**src/rtl/adc_capture.sv**
```systemverilog
//==============================================================================
// Module   : adc_capture
// Brief    : Paced capture front-end for a 12-bit AD7476-style serial ADC.
//            A free-running tick timer starts one CS_n-framed read per tick
//            while enabled and not held. SCLK idles high, leading zeros are
//            dropped, and the sample goes out on out_w with an rdy_w pulse.
//            Optional macro ADC_DROPCNT_EN adds a saturating count of
//            enabled ticks that could not start a frame (drop_cnt_w).
// Revision : 1.0 - initial release
//==============================================================================
`default_nettype none

module adc_capture #(
    parameter int ADC_DATLEN    = 12,
    parameter int LEAD_ZEROS    = 4,
    parameter int CLK_DIV       = 4,
    parameter int SAMPLE_PERIOD = 1000,
    parameter int RDY_WIDTH     = 2
) (
    input  logic                  clk,
    input  logic                  rst_n,
    input  logic                  en,
    input  logic                  hold,
    input  logic                  adc_sdata,
    output logic                  adc_cs_n,
    output logic                  adc_sclk,
    output logic [0:ADC_DATLEN-1] out_w,
    output logic                  rdy_w
`ifdef ADC_DROPCNT_EN
    ,
    output logic [0:7]            drop_cnt_w
`endif
);

    // Frame geometry and counter widths
    localparam int c_NBITS  = LEAD_ZEROS + ADC_DATLEN;
    localparam int c_TMR_W  = $clog2(SAMPLE_PERIOD);
    localparam int c_DIV_W  = $clog2(CLK_DIV) + 1;
    localparam int c_BIT_W  = $clog2(c_NBITS) + 1;
    localparam int c_RCNT_W = $clog2(RDY_WIDTH + 1) + 1;

    localparam logic [c_TMR_W-1:0]  c_TMR_LAST = c_TMR_W'(SAMPLE_PERIOD - 1);
    localparam logic [c_DIV_W-1:0]  c_DIV_LAST = c_DIV_W'(CLK_DIV - 1);
    localparam logic [c_BIT_W-1:0]  c_BIT_LAST = c_BIT_W'(c_NBITS - 1);
    localparam logic [c_RCNT_W-1:0] c_RDY_LEN  = c_RCNT_W'(RDY_WIDTH);

    localparam logic [2:0] S_IDLE   = 3'd0;
    localparam logic [2:0] S_SETUP  = 3'd1;
    localparam logic [2:0] S_SHIFT  = 3'd2;
    localparam logic [2:0] S_LATCH  = 3'd3;
    localparam logic [2:0] S_STROBE = 3'd4;

    logic [c_TMR_W-1:0]    r_tmr;
    logic [2:0]            r_state;
    logic [c_DIV_W-1:0]    r_div;
    logic [c_BIT_W-1:0]    r_bitcnt;
    logic [c_RCNT_W-1:0]   r_rcnt;
    logic [0:ADC_DATLEN-1] r_sr;
    logic [0:ADC_DATLEN-1] r_out;
    logic                  r_cs_n;
    logic                  r_sclk;
    logic                  r_rdy;

    logic w_tick;
    logic w_start;

    assign w_tick  = (r_tmr == c_TMR_LAST);
    // en and hold only matter in IDLE; a tick that misses this is lost
    assign w_start = w_tick & en & ~hold & (r_state == S_IDLE);

    assign adc_cs_n = r_cs_n;
    assign adc_sclk = r_sclk;
    assign out_w    = r_out;
    assign rdy_w    = r_rdy;

    // Free-running sample tick timer, independent of enable and state
    always_ff @(posedge clk) begin
        if (!rst_n) begin
            r_tmr <= '0;
        end else if (w_tick) begin
            r_tmr <= '0;
        end else begin
            r_tmr <= r_tmr + 1'b1;
        end
    end

    // Frame sequencer: CS_n framing, SCLK generation, sampling and strobe
    always_ff @(posedge clk) begin
        if (!rst_n) begin
            r_state  <= S_IDLE;
            r_cs_n   <= 1'b1;
            r_sclk   <= 1'b1;
            r_rdy    <= 1'b0;
            r_out    <= '0;
            r_sr     <= '0;
            r_div    <= '0;
            r_bitcnt <= '0;
            r_rcnt   <= '0;
        end else begin
            case (r_state)
                S_IDLE: begin
                    if (w_start) begin
                        r_state <= S_SETUP;
                        r_cs_n  <= 1'b0;
                        r_div   <= '0;
                        r_sr    <= '0;
                    end
                end
                S_SETUP: begin
                    // SCLK held high for CLK_DIV cycles after CS_n falls
                    if (r_div == c_DIV_LAST) begin
                        r_div    <= '0;
                        r_bitcnt <= '0;
                        r_sclk   <= 1'b0;
                        r_state  <= S_SHIFT;
                    end else begin
                        r_div <= r_div + 1'b1;
                    end
                end
                S_SHIFT: begin
                    if (r_div == c_DIV_LAST) begin
                        r_div <= '0;
                        if (!r_sclk) begin
                            // Rising SCLK edge: capture one bit. The register
                            // is only ADC_DATLEN wide, so the leading bits
                            // fall off the top whatever their value.
                            r_sclk <= 1'b1;
                            r_sr   <= {r_sr[1:ADC_DATLEN-1], adc_sdata};
                            if (r_bitcnt == c_BIT_LAST) begin
                                r_state <= S_LATCH;
                            end else begin
                                r_bitcnt <= r_bitcnt + 1'b1;
                            end
                        end else begin
                            r_sclk <= 1'b0;
                        end
                    end else begin
                        r_div <= r_div + 1'b1;
                    end
                end
                S_LATCH: begin
                    r_cs_n  <= 1'b1;
                    r_out   <= r_sr;
                    r_rcnt  <= '0;
                    r_state <= S_STROBE;
                end
                S_STROBE: begin
                    // out_w already stable for a cycle before rdy_w rises
                    if (r_rcnt == c_RDY_LEN) begin
                        r_rdy   <= 1'b0;
                        r_state <= S_IDLE;
                    end else begin
                        r_rdy  <= 1'b1;
                        r_rcnt <= r_rcnt + 1'b1;
                    end
                end
                default: begin
                    r_state <= S_IDLE;
                    r_cs_n  <= 1'b1;
                    r_sclk  <= 1'b1;
                    r_rdy   <= 1'b0;
                end
            endcase
        end
    end

`ifdef ADC_DROPCNT_EN
    logic [7:0] r_drop_cnt;
    logic       w_drop;

    assign w_drop     = w_tick & en & (hold | (r_state != S_IDLE));
    assign drop_cnt_w = r_drop_cnt;

    // Saturating count of enabled ticks that could not start a frame
    always_ff @(posedge clk) begin
        if (!rst_n) begin
            r_drop_cnt <= '0;
        end else if (w_drop && (r_drop_cnt != 8'hFF)) begin
            r_drop_cnt <= r_drop_cnt + 1'b1;
        end
    end
`endif

endmodule

`default_nettype wire

```
**config.mk**
```make
export PLATFORM = sky130hd
export DESIGN_NAME = adc_capture
export DESIGN_NICKNAME = d
export VERILOG_FILES = /design/src/rtl/adc_capture.sv
export SDC_FILE = /design/constraint.sdc
export NUM_CORES = 1
export LEC_CHECK = 0
export BUFFER_PORTS_ARGS = -buffer_cell sky130_fd_sc_hd__buf_2
export CORE_MARGIN = 3
export CORE_UTILIZATION = 45
export CTS_BUF_LIST = sky130_fd_sc_hd__clkbuf_8
export DETAILED_ROUTE_END_ITERATION = 8
export HOLD_SLACK_MARGIN = 0.08
export PLACE_DENSITY = 0.65
export SETUP_SLACK_MARGIN = 0.02
export SYNTH_ARGS = -nofsm -noshare
export SYNTH_HDL_FRONTEND = slang
export SYNTH_SLANG_ARGS = --single-unit
export TNS_END_PERCENT = 10
```
**constraint.sdc**
```tcl
create_clock -name clk -period 2.3 [get_ports clk]
set_clock_uncertainty 0.1 [all_clocks]
set_input_delay 0.115 -clock clk [delete_from_list [all_inputs] [get_ports clk]]
set_output_delay 0.115 -clock clk [all_outputs]
set_load 0.05 [all_outputs]
```
==> results.json <==
{
  "mappedNetlistArea_mm2": 0.00225,
  "synthAdderAreaFrac_pct": 3.33,
  "postCtsResizedCells": 0,
  "synth_common_cells": "dfxtp_1, nand2_1, a21boi_0, nor2_1",
  "rsz0062_at_grt": "no",
  "routed_wl_mm": 4.32,
  "synthArstFlopShare_pct": 0,
  "synth_area_leaders": "dfxtp_1, nand2_1, a21boi_0",
  "core_area_mm2": 0.00479,
  "gr-total-overflow": 0,
  "post_cts_buffers": 0,
  "crit_arrival_ps": 2190,
  "clockPowerShare_pct": 36.3,
  "yosysTopAreaCellShare_pct": 45.3,
  "final-hold-violation-count": 0,
  "cp-end-kind": "flip-flop",
  "min_period_ps": 2050,
  "synth_compound_area_share_pct": 19.2,
  "nets": 278,
  "antenna_found_initial": 0,
  "tns_ps": 0,
  "insertion_delay_ps": 300,
  "r2r_slack_ps": 250,
  "fin_crit_sh_pct": 89.0,
  "share_seq_of_total_power_pct": 61.1,
  "drt_iter0_drc": 189,
  "dpl.hpwl_mm": 3.02,
  "grt_usage_pct": 16.4,
  "antenna_left": 0,
  "internal_power_mw": 1.12,
  "area_delta_synth_final_pct": 11.8,
  "fmax_mhz": 489,
  "required_ps": 2440,
  "numCtsBuffers": 5,
  "pin_count": 20,
  "critPathMaxFanout": 5,
  "drive_gt1_share_pct": 14.9,
  "synth_edf_count": 0,
  "power.switching_mw": 0.340,
  "placedInstanceArea_mm2": 0.00242,
  "power.leakage_nw": 0.984,
  "io_buffers": 19,
  "yosysSeqAreaShare_pct": 45.3,
  "power.density_mw_per_mm2": 582,
  "power_frac_comb_pct": 2.6,
  "hold_depth": 2,
  "cts_tree": "built",
  "finalInstanceArea_mm2": 0.00252,
  "clockBufferDepth": 2,
  "h-tree-depth": 2,
  "ys_warn_count": 0,
  "syn_inst": 245,
  "antenna_cells": 0,
  "peakVddDrop_v": 0.000301,
  "worstHoldPathType": "in2reg",
  "clkSinkCount": 51,
  "vias": 1763,
  "worstReg2RegStart": "r_bitcnt[0]$_SDFFE_PN0P_",
  "dieWidth_um": 76.7,
  "drt_pass1_iterations": 4,
  "fin_cells": 335,
  "syn_avg_cell_area_um2": 9.19,
  "die_area_mm2": 0.00589,
  "synthesis.nets": 256,
  "netlist-cell-type-count": 45,
  "min_to": "out_w[9]$_SDFFE_PN0P_",
  "crit_start": "r_bitcnt[0]$_SDFFE_PN0P_",
  "synth_seq_cells": 51,
  "fp.dieH_um": 76.7,
  "start_util_pct": 47.1,
  "final_max_slew_viol_count": 0,
  "synth_ff_type": "dfxtp_1",
  "wl_per_cell_um": 12.9,
  "status": "completed",
  "grt_pass1_vias": 1719,
  "place_inst": 326,
  "synth_top_cell_by_area": "dfxtp_1",
  "switching_share_pct": 23.2,
  "synth_top_family_by_area": "simple AND/OR/NAND/NOR gates",
  "cts.reportedPaths.clkPinSlew_ps": 100,
  "route.detailed.drc": 0,
  "max_slew_margin_pct": 62.4,
  "reg2reg_depth": 7,
  "ctsRootBufferMaster": "clkbuf_8",
  "place.gp.congestion": 0.777,
  "yosysMostFrequentCell": "dfxtp_1",
  "criticalPathCategory": "reg2reg",
  "maxCapViolCount": 0,
  "muxShareOfSynthArea_pct": 0.444,
  "viasPerCell": 5.26,
  "grt_max_degree": 21,
  "synth-simple-area-share_pct": 22.7,
  "timing.rr.end": "r_bitcnt[4]$_SDFFE_PN0P_",
  "synth_xor_area_share_pct": 5.06,
  "worst_pin_slew_ps": 563,
  "num_rows": 25,
  "grt_pass1_wl_mm": 7.86,
  "start_kind": "flip-flop",
  "setup_viol": 0,
  "worstHoldStart": "rst_n"
}
-- critical path: stages (launching register included) --
cell	delay, ps
dfxtp_1	340
ha_1	210
and3_1	180
ha_1	210
nor4b_4	300
o21ai_2	150
or3_1	360
a21boi_1	130
-- through the flow --
stage	utilization [%]	hold WS [ps]	setup slack (ps)	power, mW
6_report	52.6	109	253	1.46
5_1_grt	52.6	116	84.2	1.53
4_1_cts	52.6	108	221	1.49
3_5_place_dp	50.5	237	249	0.952
3_3_place_gp	50.5	233	335	0.951
2_1_floorplan	-	148	387	0.941
-- power groups by stage --
stage / clock (mW) / combinational (mW) / sequential (mW)
floorplan: 0 / 0.0274 / 0.914
global placement: 0 / 0.0372 / 0.914
detailed placement: 0 / 0.0375 / 0.914
CTS: 0.556 / 0.0389 / 0.894
global route: 0.596 / 0.0429 / 0.896
finish: 0.532 / 0.0381 / 0.894
-- cell usage in the layout, fill, tap and decap left out, types with 2 or more instances in the layout --
cell type,netlist,final
clkbuf_8,0,5
nor3_1,3,3
nand3_1,11,11
inv_1,6,6
ha_1,6,6
xor2_1,11,11
nand2_1,35,35
a22o_1,11,11
o21ai_0,5,5
nand2b_1,3,3
nor2_2,2,2
o31ai_1,4,4
o211ai_1,2,2
nand4_1,5,5
a21oi_1,3,3
xnor2_1,2,2
or3_1,2,2
buf_4,3,7
and3_1,8,8
o21a_1,4,4
buf_2,3,19
dfxtp_1,51,51
nor3b_1,3,3
a21boi_0,16,16
a21boi_1,3,3
nor2_1,16,16
nor2b_1,4,4
inv_6,0,2
-- cell type report --
cell class	instances	area [µm²]
Clock buffer	5	68.8
Clock inverter	3	22.5
Fill cell	443	2270
Inverter	6	22.5
Multi-Input combinational cell	176	1140
Sequential cell	51	1020
Tap cell	67	83.8
Timing Repair Buffer	27	158
-- sequential cells by signal, summed over array words and instances, names as in the netlist --
signal and cells:
out_w 12, r_sr 12, r_tmr 10, r_bitcnt 5
r_div 3, r_rcnt 3, r_state 3, adc_cs_n 1
adc_sclk 1, rdy_w 1
-- worst max-delay path by stage --
stage | endpoint
after detailed placement | r_bitcnt[4]$_SDFFE_PN0P_
after global routing | r_bitcnt[4]$_SDFFE_PN0P_
after global placement | r_bitcnt[4]$_SDFFE_PN0P_
after floorplan | r_bitcnt[4]$_SDFFE_PN0P_
after CTS | r_bitcnt[4]$_SDFFE_PN0P_
final | r_bitcnt[4]$_SDFFE_PN0P_
-- metal layers --
layer	track usage, %	wire (µm)	vias up
met5	0	0	-
li1	-	-	905
met4	5.43	65	0
met3	4.93	164	7
met1	20.4	2100	819
met2	27.0	1990	32
-- logic make-up (layout without fill, tap and decap cells) --
family                     count (synthesis)  count (layout)
muxes                                      1               1
xor gates and xnor gates                  13              13
AOI/OAI and AO/OA                         57              57
and+or+nand+nor                           99              99
DFF                                       51              51
buffers and inverters                     18              41
adders and majority gates                  6               6
-- what timing repair did --
action,in CTS,in global routing
hold endpoints to repair,1,0
setup endpoints to repair,0,0
hold buffers,1,0
Note: power is estimated with default switching activity, not from simulation.
